$ cat config.mk
export PLATFORM = sky130hd
export DESIGN_NAME = i2c_init_sequencer_flat
export DESIGN_NICKNAME = d
export VERILOG_FILES = /design/src/rtl/i2c_init_sequencer_if.sv /design/src/rtl/i2c_init_sequencer.sv /design/src/flat_wrapper.sv
export SDC_FILE = /design/constraint.sdc
export NUM_CORES = 1
export LEC_CHECK = 0
export CORE_ASPECT_RATIO = 2
export CORE_MARGIN = 2
export CORE_UTILIZATION = 30
export DETAILED_ROUTE_END_ITERATION = 8
export SLEW_MARGIN = 0
export SYNTH_ARGS = -nofsm -noshare
export SYNTH_HDL_FRONTEND = slang
export SYNTH_SLANG_ARGS = --single-unit
$ cat constraint.sdc
create_clock -name clk -period 2.9 [get_ports clk]
set_clock_uncertainty 0.2 [all_clocks]
set_input_delay 0.58 -clock clk [delete_from_list [all_inputs] [get_ports clk]]
set_output_delay 0.58 -clock clk [all_outputs]
set_load 0.05 [all_outputs]
$ cat src/rtl/i2c_init_sequencer_if.sv
// AXI write-channel bundle between the init sequencer (master) and the I2C controller window (slave).
// Only the AW, W and B channels are carried; the sequencer never reads.
interface i2c_init_sequencer_if;
  logic [3:0]  MASTER_WR_ADDR_ID;
  logic [31:0] MASTER_WR_ADDR;
  logic [7:0]  MASTER_WR_ADDR_LEN;
  logic [1:0]  MASTER_WR_ADDR_BURST;
  logic        MASTER_WR_ADDR_VALID;
  logic        MASTER_WR_ADDR_READY;
  logic [31:0] MASTER_WR_DATA;
  logic [3:0]  MASTER_WR_STRB;
  logic        MASTER_WR_DATA_LAST;
  logic        MASTER_WR_DATA_VALID;
  logic        MASTER_WR_DATA_READY;
  logic [3:0]  MASTER_WR_BACK_ID;
  logic [1:0]  MASTER_WR_BACK_RESP;
  logic        MASTER_WR_BACK_VALID;
  logic        MASTER_WR_BACK_READY;

  modport master (
    output MASTER_WR_ADDR_ID, MASTER_WR_ADDR, MASTER_WR_ADDR_LEN, MASTER_WR_ADDR_BURST,
    output MASTER_WR_ADDR_VALID,
    input  MASTER_WR_ADDR_READY,
    output MASTER_WR_DATA, MASTER_WR_STRB, MASTER_WR_DATA_LAST, MASTER_WR_DATA_VALID,
    input  MASTER_WR_DATA_READY,
    input  MASTER_WR_BACK_ID, MASTER_WR_BACK_RESP, MASTER_WR_BACK_VALID,
    output MASTER_WR_BACK_READY
  );

  modport slave (
    input  MASTER_WR_ADDR_ID, MASTER_WR_ADDR, MASTER_WR_ADDR_LEN, MASTER_WR_ADDR_BURST,
    input  MASTER_WR_ADDR_VALID,
    output MASTER_WR_ADDR_READY,
    input  MASTER_WR_DATA, MASTER_WR_STRB, MASTER_WR_DATA_LAST, MASTER_WR_DATA_VALID,
    output MASTER_WR_DATA_READY,
    output MASTER_WR_BACK_ID, MASTER_WR_BACK_RESP, MASTER_WR_BACK_VALID,
    input  MASTER_WR_BACK_READY
  );
endinterface

$ cat src/rtl/i2c_init_sequencer.sv
// Walks a register-init table and issues one single-beat AXI write per entry, with retries and a post-write gap.
// One outstanding write at a time; AW, W and B each wait indefinitely on the slave's ready/valid.
module i2c_init_sequencer #(
  parameter logic [31:0] OFFSET_ADDR = 32'h0000_0000,
  parameter int          TABLE_DEPTH = 64,
  parameter int          MAX_RETRY   = 3,
  parameter logic [31:0] GAP_CYCLES  = 32'd250000
) (
  input  logic                         clk,
  input  logic                         rstn,
  input  logic                         start,
  output logic                         busy,
  output logic                         done,
  output logic                         error,
  output logic [7:0]                   fail_index,
  output logic [7:0]                   tbl_addr,
  input  logic [31:0]                  tbl_data,
  i2c_init_sequencer_if.master         axi
);

  localparam int RW = (MAX_RETRY < 1) ? 1 : $clog2(MAX_RETRY + 1);

  typedef enum logic [2:0] {IDLE, FETCH, CHECK, AW, W, B, GAP, FIN} state_t;

  state_t      state_q, state_d;
  logic [31:0] entry_q, entry_d;
  logic [8:0]  index_q, index_d;
  logic [RW-1:0] retry_q, retry_d;
  logic [31:0] gap_q, gap_d;
  logic        error_q, error_d;
  logic [7:0]  fail_q, fail_d;

  always_ff @(posedge clk or negedge rstn) begin
    if (!rstn) begin
      state_q <= IDLE;
      entry_q <= '0;
      index_q <= '0;
      retry_q <= '0;
      gap_q   <= '0;
      error_q <= 1'b0;
      fail_q  <= '0;
    end else begin
      state_q <= state_d;
      entry_q <= entry_d;
      index_q <= index_d;
      retry_q <= retry_d;
      gap_q   <= gap_d;
      error_q <= error_d;
      fail_q  <= fail_d;
    end
  end

  always_comb begin
    state_d = state_q;
    entry_d = entry_q;
    index_d = index_q;
    retry_d = retry_q;
    gap_d   = gap_q;
    error_d = error_q;
    fail_d  = fail_q;
    case (state_q)
      IDLE: begin
        if (start) begin
          index_d = '0;
          retry_d = '0;
          error_d = 1'b0;
          fail_d  = '0;
          state_d = FETCH;
        end
      end
      FETCH: state_d = CHECK;
      CHECK: begin
        entry_d = tbl_data;
        if (tbl_data == 32'hFFFF_FFFF || index_q == 9'(TABLE_DEPTH)) state_d = FIN;
        else state_d = AW;
      end
      AW: if (axi.MASTER_WR_ADDR_READY) state_d = W;
      W:  if (axi.MASTER_WR_DATA_READY) state_d = B;
      B: begin
        if (axi.MASTER_WR_BACK_VALID) begin
          if (axi.MASTER_WR_BACK_RESP == 2'b00) begin
            retry_d = '0;
            gap_d   = GAP_CYCLES;
            state_d = GAP;
          end else if (retry_q < RW'(MAX_RETRY)) begin
            retry_d = retry_q + RW'(1);
            state_d = AW;
          end else begin
            // Give up on this entry but keep walking; only the first failure is recorded.
            if (!error_q) fail_d = index_q[7:0];
            error_d = 1'b1;
            retry_d = '0;
            gap_d   = '0;
            state_d = GAP;
          end
        end
      end
      GAP: begin
        if (gap_q == '0) begin
          index_d = index_q + 9'd1;
          state_d = FETCH;
        end else begin
          gap_d = gap_q - 32'd1;
        end
      end
      FIN:     state_d = IDLE;
      default: state_d = IDLE;
    endcase
  end

  // All outputs decode straight from state so reset clears them without waiting for a clock.
  assign busy       = (state_q != IDLE) && (state_q != FIN);
  assign done       = (state_q == FIN);
  assign error      = error_q;
  assign fail_index = fail_q;
  assign tbl_addr   = (state_q == FETCH) ? index_q[7:0] : 8'h00;

  assign axi.MASTER_WR_ADDR_ID    = 4'h0;
  assign axi.MASTER_WR_ADDR_LEN   = 8'h00;
  assign axi.MASTER_WR_ADDR_VALID = (state_q == AW);
  assign axi.MASTER_WR_ADDR_BURST = (state_q == AW) ? 2'b01 : 2'b00;
  assign axi.MASTER_WR_ADDR       = (state_q == AW) ? (OFFSET_ADDR + {8'h00, entry_q[31:8]}) : 32'h0;

  assign axi.MASTER_WR_DATA_VALID = (state_q == W);
  assign axi.MASTER_WR_DATA       = (state_q == W) ? {24'h0, entry_q[7:0]} : 32'h0;
  assign axi.MASTER_WR_STRB       = (state_q == W) ? 4'b0001 : 4'b0000;
  assign axi.MASTER_WR_DATA_LAST  = (state_q == W);

  assign axi.MASTER_WR_BACK_READY = (state_q == B);

  logic unused_bid;
  assign unused_bid = ^axi.MASTER_WR_BACK_ID;

endmodule
$ cat src/flat_wrapper.sv
// flat-port wrapper written by rule: the top's interface ports become plain ports
module i2c_init_sequencer_flat 
#(
  parameter logic [31:0] OFFSET_ADDR = 32'h0000_0000,
  parameter int          TABLE_DEPTH = 64,
  parameter int          MAX_RETRY   = 3,
  parameter logic [31:0] GAP_CYCLES  = 32'd250000
)
  (clk, rstn, start, busy, done, error, fail_index, tbl_addr, tbl_data, axi_MASTER_WR_ADDR_ID, axi_MASTER_WR_ADDR, axi_MASTER_WR_ADDR_LEN, axi_MASTER_WR_ADDR_BURST, axi_MASTER_WR_ADDR_VALID, axi_MASTER_WR_ADDR_READY, axi_MASTER_WR_DATA, axi_MASTER_WR_STRB, axi_MASTER_WR_DATA_LAST, axi_MASTER_WR_DATA_VALID, axi_MASTER_WR_DATA_READY, axi_MASTER_WR_BACK_ID, axi_MASTER_WR_BACK_RESP, axi_MASTER_WR_BACK_VALID, axi_MASTER_WR_BACK_READY);
  i2c_init_sequencer_if axi_i ();
  input  logic clk;
  input  logic rstn;
  input  logic start;
  output logic busy;
  output logic done;
  output logic error;
  output logic [7:0] fail_index;
  output logic [7:0] tbl_addr;
  input  logic [31:0] tbl_data;
  output wire logic [$bits(axi_i.MASTER_WR_ADDR_ID)-1:0] axi_MASTER_WR_ADDR_ID;
  output wire logic [$bits(axi_i.MASTER_WR_ADDR)-1:0] axi_MASTER_WR_ADDR;
  output wire logic [$bits(axi_i.MASTER_WR_ADDR_LEN)-1:0] axi_MASTER_WR_ADDR_LEN;
  output wire logic [$bits(axi_i.MASTER_WR_ADDR_BURST)-1:0] axi_MASTER_WR_ADDR_BURST;
  output wire logic [$bits(axi_i.MASTER_WR_ADDR_VALID)-1:0] axi_MASTER_WR_ADDR_VALID;
  input wire logic [$bits(axi_i.MASTER_WR_ADDR_READY)-1:0] axi_MASTER_WR_ADDR_READY;
  output wire logic [$bits(axi_i.MASTER_WR_DATA)-1:0] axi_MASTER_WR_DATA;
  output wire logic [$bits(axi_i.MASTER_WR_STRB)-1:0] axi_MASTER_WR_STRB;
  output wire logic [$bits(axi_i.MASTER_WR_DATA_LAST)-1:0] axi_MASTER_WR_DATA_LAST;
  output wire logic [$bits(axi_i.MASTER_WR_DATA_VALID)-1:0] axi_MASTER_WR_DATA_VALID;
  input wire logic [$bits(axi_i.MASTER_WR_DATA_READY)-1:0] axi_MASTER_WR_DATA_READY;
  input wire logic [$bits(axi_i.MASTER_WR_BACK_ID)-1:0] axi_MASTER_WR_BACK_ID;
  input wire logic [$bits(axi_i.MASTER_WR_BACK_RESP)-1:0] axi_MASTER_WR_BACK_RESP;
  input wire logic [$bits(axi_i.MASTER_WR_BACK_VALID)-1:0] axi_MASTER_WR_BACK_VALID;
  output wire logic [$bits(axi_i.MASTER_WR_BACK_READY)-1:0] axi_MASTER_WR_BACK_READY;
  assign axi_MASTER_WR_ADDR_ID = axi_i.MASTER_WR_ADDR_ID;
  assign axi_MASTER_WR_ADDR = axi_i.MASTER_WR_ADDR;
  assign axi_MASTER_WR_ADDR_LEN = axi_i.MASTER_WR_ADDR_LEN;
  assign axi_MASTER_WR_ADDR_BURST = axi_i.MASTER_WR_ADDR_BURST;
  assign axi_MASTER_WR_ADDR_VALID = axi_i.MASTER_WR_ADDR_VALID;
  assign axi_i.MASTER_WR_ADDR_READY = axi_MASTER_WR_ADDR_READY;
  assign axi_MASTER_WR_DATA = axi_i.MASTER_WR_DATA;
  assign axi_MASTER_WR_STRB = axi_i.MASTER_WR_STRB;
  assign axi_MASTER_WR_DATA_LAST = axi_i.MASTER_WR_DATA_LAST;
  assign axi_MASTER_WR_DATA_VALID = axi_i.MASTER_WR_DATA_VALID;
  assign axi_i.MASTER_WR_DATA_READY = axi_MASTER_WR_DATA_READY;
  assign axi_i.MASTER_WR_BACK_ID = axi_MASTER_WR_BACK_ID;
  assign axi_i.MASTER_WR_BACK_RESP = axi_MASTER_WR_BACK_RESP;
  assign axi_i.MASTER_WR_BACK_VALID = axi_MASTER_WR_BACK_VALID;
  assign axi_MASTER_WR_BACK_READY = axi_i.MASTER_WR_BACK_READY;
  i2c_init_sequencer #(.OFFSET_ADDR(OFFSET_ADDR), .TABLE_DEPTH(TABLE_DEPTH), .MAX_RETRY(MAX_RETRY), .GAP_CYCLES(GAP_CYCLES)) u_core (.clk(clk), .rstn(rstn), .start(start), .busy(busy), .done(done), .error(error), .fail_index(fail_index), .tbl_addr(tbl_addr), .tbl_data(tbl_data), .axi(axi_i));
endmodule
==> flow_metrics.py, run 1 <==
metrics = {
    "run_status": {
        "status": "finished, final reports clean",
    },
    "logic_synthesis": {
        "synth-main-ff-cell": "dfrtp_1",
        "yosysWarnings": 0,
        "yosysSeqAreaShare_pct": 43.2,
        "ys_ff_latch": 87,
        "synthDistinctLibCells": 62,
        "synth_edf_count": 0,
        "syn_area_um2": 5040,
        "postSynthCellCount": 522,
        "avgSynthCellArea_um2": 9.65,
        "async_reset_ff_share_pct": 100,
    },
    "sta": {
        "finalHoldViolCount": 0,
        "tightest_slew_ns": 0.508,
        "fmax_mhz": 357,
        "slew_viol_final": 0,
        "min_period_over_period_pct": 96.5,
        "fin_crit_ns": 2.80,
        "setup_slack_ns": 0.101,
        "holdWs_ns": 0.0307,
        "rsz0062_at_grt": "true",
        "setup_viol": 0,
        "maxSlewHeadroom_pct": 65.8,
    },
    "floorplan": {
        "initial_utilization_pct": 30.3,
        "rows": 67,
        "coreArea_um2": 16600,
        "boundaryPins": 149,
        "die-area_um2": 17900,
        "die_height_um": 187,
        "die_x_um": 95.6,
    },
    "worst_setup_path": {
        "worstSetupStartpointType": "register",
        "r2r-end": "u_core.gap_q[7]",
        "crit_arrival_ns": 2.87,
        "endpoint_kind": "register",
        "worst-r2r-setup-slack_ns": 0.10,
        "critical_path.startpoint": "u_core.gap_q[26]",
        "critical_path.cell_chain": "or4_1 -> or4_4 -> nor4_4 -> buf_4 -> o21ai_0 -> a21oi_1 -> o22a_1",
        "crit_slowest_cell": "or4_1",
        "crit_type": "register to register",
        "r2r_start": "u_core.gap_q[26]",
        "cpPeakStageDelay_ns": 0.59,
        "crit_buf_inv": 1,
        "crit_family": "simple AND/OR/NAND/NOR gates",
        "reg2regPathDepth": 7,
        "critical_path.max_fanout": 8,
        "worstPathRequired_ns": 2.97,
    },
    "worst_hold_path": {
        "hp-class": "primary input to async pin",
    },
    "clock_tree": {
        "cts-root-buf": "clkbuf_16",
        "hold_buffers": 0,
        "clkTransAtPathRegs_ns": 0.06,
        "clockBufferDepth": 2,
        "clock_latency_ns": 0.33,
        "numCtsBuffers": 9,
        "cts_tree": "built",
        "cts.sinks": 87,
        "htreeDepth": 3,
    },
    "power_and_ir_drop": {
        "irDropWorstVdd_mv": 0.666,
        "leakage_nw": 3.04,
        "power_density_nw_per_um2": 970,
    },
    "detailed_routing": {
        "via_count": 4169,
        "routedWlPerCell_um": 15.0,
        "via_per_inst": 4.94,
        "antenna_left": 0,
        "drtPass1Iterations": 4,
        "drc": 0,
        "routed_wl_um": 12700,
        "initialDrtViolationCount": 198,
    },
    "place": {
        "dp_slack_ns": -0.0419,
        "gp_congestion": 0.784,
        "place_inst": 829,
        "port_buffers": 96,
        "place_hpwl_um": 9510,
    },
    "cells_and_area": {
        "syn_to_final_growth_pct": 36.9,
        "nNetsFinal": 681,
        "fin_cells": 844,
        "multi_input_area_um2": 2530,
        "final_util_pct": 41.5,
        "n_fill_cell": 1654,
        "diodes": 0,
        "drive_gt1_share_pct": 23.4,
        "seqCellArea_um2": 2180,
    },
    "grt": {
        "grt_pass1_wl_um": 21300,
        "grt_usage_pct": 14.9,
        "grt_start_max_net_pins": 40,
        "grt_pass1_vias": 4123,
        "antenna_found_initial": 0,
        "overflow": 0,
    },
    "flow_run": {
        "maxCapViolations": 0,
    },
}
report_power, final:
part	internal, mW	switching (mW)	total [mW]
Sequential	1.66	0.385	2.04
Combinational	1.57	1.96	3.53
Clock	0.657	0.459	1.12
Total	3.88	2.80	6.69
state kept, by name (all words and copies together), names as in the netlist:
name	cells
u_core.fail_index	8
u_core.index_q	9
u_core.gap_q	32
u_core.entry_q	32
u_core.error	1
u_core.retry_q	2
u_core.state_q	3
area by class of cell:
class	instances	area share, %
Clock buffer	10	3.32
Sequential cell	87	31.6
Tap cell	207	3.76
Inverter	11	0.599
Timing Repair Buffer	129	23.4
Clock inverter	5	0.726
Multi-Input combinational cell	395	36.7
worst max path at each step:
stage          depth (start not counted)                to
2_1_floorplan                          5              busy
3_3_place_gp                           8  u_core.gap_q[24]
3_5_place_dp                           8  u_core.gap_q[24]
4_1_cts                                7   u_core.gap_q[7]
5_1_grt                                7  u_core.gap_q[23]
6_report                               7   u_core.gap_q[7]
routing by layer:
metal	GRT usage (%)	up-vias	part of all wire (%)	wire length, µm
met1	20.2	2007	43	5410
li1	-	2035	-	-
met2	22.8	118	49	6230
met5	0	-	0	0
met4	4.89	0	1.6	201
met3	4.31	9	6.5	823
Yosys cell counts, types with 2 or more instances:
| cell type | instances | area [µm²] |
|---|---|---|
| nor3_1 | 11 | 55.1 |
| and2_1 | 10 | 62.6 |
| buf_1 | 3 | 11.3 |
| nor4_4 | 2 | 42.5 |
| a31oi_1 | 2 | 12.5 |
| and3_1 | 33 | 206 |
| dfrtp_1 | 87 | 2180 |
| buf_4 | 51 | 383 |
| a21oi_1 | 24 | 120 |
| ha_1 | 4 | 50.1 |
| or2_2 | 4 | 25.0 |
| a41oi_1 | 2 | 17.5 |
| a21o_1 | 2 | 15.0 |
| nand2_1 | 34 | 128 |
| a2111oi_0 | 3 | 26.3 |
| nand2b_1 | 8 | 50.1 |
| o31ai_1 | 8 | 60.1 |
| nand3_1 | 10 | 50.1 |
| a22o_1 | 9 | 78.8 |
| xnor2_1 | 5 | 43.8 |
| inv_1 | 11 | 41.3 |
| mux2i_1 | 3 | 30.0 |
| clkbuf_1 | 17 | 63.8 |
| nand4_1 | 9 | 56.3 |
| o311ai_0 | 2 | 17.5 |
| o21a_1 | 3 | 22.5 |
| buf_2 | 3 | 15.0 |
| or3_1 | 7 | 43.8 |
| nor2_1 | 27 | 101 |
| or4_1 | 12 | 90.1 |
| nor2b_1 | 3 | 18.8 |
| nor4_1 | 11 | 68.8 |
| o22a_1 | 7 | 61.3 |
| o21ai_0 | 29 | 145 |
| o211ai_1 | 6 | 45.0 |
| or4_4 | 3 | 33.8 |
| mux2_2 | 32 | 360 |
what timing repair did:
item,in CTS,in global routing
endpoints found under the setup margin,3,6
buffers inserted,0,0
pin swaps,0,1
resized for setup,1,4
kinds of logic after synthesis:
group,count (synthesis),share of synthesized area [%]
mux,35,7.75
simple gates,196,22.5
other cells,1,0.0745
buf+inv,87,10.5
flops,87,43.2
xor+xnor,5,0.870
fa+ha+maj,4,0.994
compound gates,107,14.0
cell usage in the layout, fill, tap and decap left out, types with 10 or more instances in the layout:
| cell type | count |
|---|---|
| nor2_1 | 26 |
| mux2_2 | 32 |
| nand2_1 | 34 |
| dfrtp_1 | 87 |
| clkdlybuf4s50_1 | 47 |
| inv_1 | 11 |
| nor4_1 | 11 |
| nor3_1 | 11 |
| buf_4 | 40 |
| or4_1 | 12 |
| buf_12 | 42 |
| conb_1 | 48 |
| and3_1 | 33 |
| and2_1 | 10 |
| o21ai_0 | 29 |
| a21oi_1 | 24 |
| nand3_1 | 10 |
stage by stage:
step,TNS [ns],total power [mW],area (µm²)
final,0,6.69,6900
after global routing,-0.0136,7.12,6900
after CTS,0,6.75,6880
after detailed placement,-0.0781,5.59,6600
after global placement,0,5.53,6600
after floorplan,0,4.24,5220
No activity file was read; power rests on OpenSTA's default activity.
==> inputs of run 2 (changes only) <==
==> constraint.sdc (replaced) <==
create_clock -name clk -period 3.5 [get_ports clk]
set_clock_uncertainty 0.2 [all_clocks]
set_input_delay 0.7 -clock clk [delete_from_list [all_inputs] [get_ports clk]]
set_output_delay 0.7 -clock clk [all_outputs]
set_load 0.05 [all_outputs]
==> run 2 against run 1 <==
Against the previous run:
- sequential cell count stayed put
- die area stayed put
- setup slack better by 0.28 ns
- combinational power is 23% lower
- via count is 0.22% higher
- fmax is 10% lower
- non-clock buffer count is 19 lower
- cell area is 3.9% lower
- first-iteration DRC count is 19% higher
- largest power group unchanged
- highest routed layer unchanged
==> flow_metrics.py, run 2 (synthesis results as in run 1) <==
metrics = {
    "floorplan": {
        "die_height_um": 187,
        "die-area_um2": 17900,
        "die_x_um": 95.6,
        "rows": 67,
        "coreArea_um2": 16600,
        "initial_utilization_pct": 30.3,
        "boundaryPins": 149,
    },
    "sta": {
        "fin_tns_setup_ns": 0,
        "tightest_slew_ns": 0.844,
        "rsz0062_at_grt": "false",
        "holdWs_ns": 0.224,
        "min_period_over_period_pct": 89.2,
        "maxSlewHeadroom_pct": 43.0,
        "setup_slack_ns": 0.379,
        "finalHoldViolCount": 0,
        "setup_viol": 0,
        "slew_viol_final": 0,
        "fin_crit_ns": 3.12,
        "fmax_mhz": 320,
    },
    "worst_hold_path": {
        "hp-class": "primary input to async pin",
    },
    "cells_and_area": {
        "n_fill_cell": 1660,
        "finalInstanceArea_um2": 6630,
        "most-common-layout-cells": "dfrtp_1, conb_1, clkdlybuf4s50_1",
        "nNetsFinal": 662,
        "final_common_cell": "dfrtp_1",
        "final_util_pct": 39.9,
        "fin_cells": 826,
        "syn_to_final_growth_pct": 31.6,
        "diodes": 0,
        "reg.largest.list": "u_core.entry_q (32), u_core.gap_q (32), u_core.index_q (9)",
        "drive_gt1_share_pct": 20.0,
    },
    "grt": {
        "grt_usage_pct": 14.5,
        "overflow": 0,
        "grt_pass1_vias": 4029,
        "grt_pass1_wl_um": 20800,
        "grt_start_max_net_pins": 57,
        "antenna_found_initial": 0,
    },
    "clock_tree": {
        "clockBufferDepth": 2,
        "cts_resized": 0,
        "cts_setup_buffers": 0,
        "cts-root-buf": "clkbuf_16",
        "clock_latency_ns": 0.33,
        "cts.sinks": 87,
        "htreeDepth": 3,
        "cts_tree": "built",
        "numCtsBuffers": 9,
        "hold_buffers": 0,
        "clkTransAtPathRegs_ns": 0.06,
    },
    "worst_setup_path": {
        "endpoint_kind": "register",
        "crit_arrival_ns": 3.19,
        "crit_type": "register to register",
        "r2r_start": "u_core.gap_q[0]",
        "r2r-end": "u_core.index_q[8]",
        "worstPathRequired_ns": 3.57,
        "reg2regPathDepth": 8,
        "worstSetupStartpointType": "register",
        "worst-r2r-setup-slack_ns": 0.38,
        "critical_path.max_fanout": 10,
    },
    "place": {
        "dp_slack_ns": 0.397,
        "gp_congestion": 0.802,
        "port_buffers": 96,
        "post_dp_cell_area_um2": 6320,
        "place_inst": 810,
        "place_hpwl_um": 9260,
    },
    "detailed_routing": {
        "via_count": 4178,
        "routedWlPerCell_um": 15.2,
        "routed_wl_um": 12600,
        "drc": 0,
        "antenna_left": 0,
        "via_per_inst": 5.06,
        "initialDrtViolationCount": 236,
        "drtPass1Iterations": 4,
    },
    "power_and_ir_drop": {
        "p_total_mw": 5.43,
        "power_density_nw_per_um2": 820,
        "irDropWorstVdd_mv": 0.487,
        "leakage_nw": 2.91,
    },
    "flow_run": {
        "maxCapViolations": 0,
    },
    "run_status": {
        "status": "finished, final reports clean",
    },
}
==> run 2: changes by cell type in the layout (fill, tap and decap cells not counted), moves of 2 or more <==
| cell | before | now |
|---|---|---|
| a2111oi_0 | 1 | 3 |
| clkbuf_1 | 1 | 3 |
| clkinv_2 | 4 | 2 |
| buf_12 | 42 | 31 |
| buf_4 | 40 | 31 |
==> run 2: worst max-delay path by stage <==
stage / from / end / slack [ns]
3_3_place_gp: u_core.gap_q[0] / u_core.index_q[4] / 0.46
5_1_grt: u_core.gap_q[0] / u_core.index_q[4] / 0.11
4_1_cts: u_core.gap_q[0] / u_core.index_q[8] / 0.38
2_1_floorplan: u_core.state_q[0] / axi_MASTER_WR_DATA[0] / 0.40
6_report: u_core.gap_q[0] / u_core.index_q[8] / 0.38
3_5_place_dp: u_core.gap_q[0] / u_core.index_q[8] / 0.40
==> run 2: power breakdown <==
part	total [mW]	internal [mW]	switching, mW
Combinational	2.72	1.15	1.56
Sequential	1.71	1.37	0.341
Clock	1.00	0.624	0.379
Total	5.43	3.15	2.28
==> run 2: critical path, stage by stage, from the launching register on <==
cell and delay, ns:
dfrtp_1 0.41, inv_1 0.07, ha_1 0.17, nor3b_1 0.45
nand2_1 0.35, nor2_2 0.30, a41oi_1 0.42, or4_1 0.61
nand2_1 0.08
==> run 2: layer usage <==
| metal | track usage (%) | vias up | part of all wire (%) |
|---|---|---|---|
| met5 | 0 | - | 0 |
| li1 | - | 1999 | - |
| met4 | 4.18 | 0 | 1.3 |
| met1 | 18.9 | 2041 | 41 |
| met3 | 4.47 | 9 | 7.5 |
| met2 | 23.0 | 129 | 50 |
==> run 2: area by class of cell <==
type                       instances  area (µm²)  area share (%)
multi-input combinational        395        2510            37.8
tap                              207         259            3.91
inverter                          11        41.3           0.623
sequential                        87        2180            32.9
clock inverter                     4        70.1            1.06
clock buffer                      12         236            3.57
timing repair buffer             110        1330            20.1
==> inputs of run 3 (changes only) <==
==> constraint.sdc (replaced) <==
create_clock -name clk -period 3.6 [get_ports clk]
set_clock_uncertainty 0.2 [all_clocks]
set_input_delay 0.72 -clock clk [delete_from_list [all_inputs] [get_ports clk]]
set_output_delay 0.72 -clock clk [all_outputs]
set_load 0.05 [all_outputs]
==> run 3 against run 2 <==
Against the previous run:
- die area is the same
- power shrank 4.8%
- worst hold slack lost 0.085 ns
- critical path type is now register to output pin
==> flow_metrics.py, run 3 (synthesis results as in run 1) <==
metrics = {
    "sta": {
        "fin_crit_ns": 3.18,
        "slew_viol_final": 0,
        "setup_slack_ns": 0.419,
        "fmax_mhz": 314,
        "maxSlewHeadroom_pct": 43.1,
        "tightest_slew_ns": 0.843,
        "finalHoldViolCount": 0,
        "rsz0062_at_grt": "false",
        "fin_tns_setup_ns": 0,
        "min_period_over_period_pct": 88.4,
        "setup_viol": 0,
    },
    "worst_setup_path": {
        "worstSetupStartpointType": "register",
        "cpPeakStageDelay_ns": 0.61,
        "crit_slowest_cell": "nor2b_1",
        "critical_path.max_fanout": 19,
        "reg2regPathDepth": 8,
        "crit_buf_inv": 2,
        "crit_type": "register to output pin",
        "critical_path.cell_chain": "nor2b_1 -> buf_4 -> and3_1 -> buf_12",
        "worstPathRequired_ns": 2.68,
        "worst-r2r-setup-slack_ns": 0.46,
        "crit_arrival_ns": 2.26,
        "r2r_start": "u_core.gap_q[0]",
        "cp.depth": 4,
        "endpoint_kind": "output pin",
        "r2r-end": "u_core.index_q[8]",
        "crit_family": "simple AND/OR/NAND/NOR gates",
    },
    "power_and_ir_drop": {
        "p_total_mw": 5.17,
        "irDropWorstVdd_mv": 0.412,
        "leakage_nw": 2.88,
        "power_density_nw_per_um2": 791,
    },
    "place": {
        "place_hpwl_um": 9350,
        "port_buffers": 96,
        "dp_slack_ns": 0.502,
        "gp_congestion": 0.791,
    },
    "detailed_routing": {
        "routedWlPerCell_um": 15.4,
        "route.met2.wl_um": 6040,
        "wl_met3_um": 899,
        "initialDrtViolationCount": 195,
        "via_per_inst": 5.02,
        "routed_wl_um": 12800,
        "top_layer": "met4",
        "via_count": 4146,
        "drc": 0,
        "antenna_left": 0,
        "met1Wirelength_um": 5560,
        "drtPass1Iterations": 4,
    },
    "grt": {
        "grt_start_max_net_pins": 39,
        "overflow": 0,
        "grt_pass1_wl_um": 20900,
        "grt_pass1_vias": 4144,
        "antenna_found_initial": 0,
        "grt_usage_pct": 14.7,
    },
    "floorplan": {
        "die_x_um": 95.6,
        "rows": 67,
        "boundaryPins": 149,
        "initial_utilization_pct": 30.3,
        "die_height_um": 187,
        "die-area_um2": 17900,
        "coreArea_um2": 16600,
    },
    "cells_and_area": {
        "final_util_pct": 39.4,
        "final_common_cell": "dfrtp_1",
        "nNetsFinal": 662,
        "reg.largest.list": "u_core.entry_q (32), u_core.gap_q (32), u_core.index_q (9)",
        "most-common-layout-cells": "dfrtp_1, conb_1, clkdlybuf4s50_1",
        "diodes": 0,
        "syn_to_final_growth_pct": 29.7,
        "seqCellArea_um2": 2180,
        "drive_gt1_share_pct": 20.2,
        "n_fill_cell": 1644,
        "multi_input_area_um2": 2510,
    },
    "clock_tree": {
        "cts_setup_buffers": 0,
        "cts_tree": "built",
        "cts_resized": 0,
        "cts.sinks": 87,
        "clkTransAtPathRegs_ns": 0.06,
        "clock_latency_ns": 0.34,
        "hold_buffers": 0,
        "numCtsBuffers": 9,
        "htreeDepth": 3,
        "cts-root-buf": "clkbuf_16",
        "clockBufferDepth": 2,
    },
    "run_status": {
        "status": "finished, final reports clean",
    },
    "flow_run": {
        "maxCapViolations": 0,
    },
    "worst_hold_path": {
        "hp-class": "primary input to async pin",
    },
}
run 3: changes by cell type in the layout (fill, tap and decap cells not counted), sizes merged:
cell / delta
clkbuf: +1
clkinvlp: +1
bufinv: -2
run 3: stage by stage:
| step | hold slack [ns] | std cells | instance area [µm²] |
|---|---|---|---|
| floorplan | 0.224 | 569 | 5210 |
| global placement | 0.281 | 810 | 6260 |
| CTS | 0.159 | 826 | 6530 |
| detailed placement | 0.283 | 810 | 6260 |
| global route | 0.182 | 826 | 6530 |
| finish | 0.139 | 826 | 6530 |
run 3: worst max-delay path by stage:
stage / endpoint / from / slack (ns)
final: axi_MASTER_WR_ADDR[14] / u_core.state_q[1] / 0.42
after global placement: u_core.index_q[8] / u_core.gap_q[0] / 0.58
after detailed placement: u_core.index_q[8] / u_core.gap_q[0] / 0.50
after floorplan: axi_MASTER_WR_DATA[0] / u_core.state_q[0] / 0.48
after global routing: axi_MASTER_WR_ADDR[14] / u_core.state_q[1] / 0.19
after CTS: axi_MASTER_WR_ADDR[14] / u_core.state_q[1] / 0.34
run 3: layer usage:
layer	vias to the layer above	GRT usage, %
met5	-	0
met3	20	4.92
met1	2015	19.4
met2	122	22.1
li1	1989	-
met4	0	5.60
run 3: where the power goes:
part	switching, mW	internal, mW
combinational	1.52	1.09
sequential	0.335	1.33
clock	0.383	0.504
run 3: worst reg2reg max path: stages (launching register included):
cell	delay [ns]
dfrtp_1	0.42
inv_1	0.07
ha_1	0.17
nor3b_1	0.44
nand2_1	0.33
nor2_2	0.32
a41oi_1	0.43
or4_1	0.61
nand2_1	0.09
run 3: area by class of cell:
cell class / instances / share of cell area [%]
Clock buffer: 13 / 3.98
Clock inverter: 3 / 0.268
Inverter: 11 / 0.632
Multi-Input combinational cell: 395 / 38.4
Sequential cell: 87 / 33.3
Tap cell: 207 / 3.96
Timing Repair Buffer: 110 / 19.5
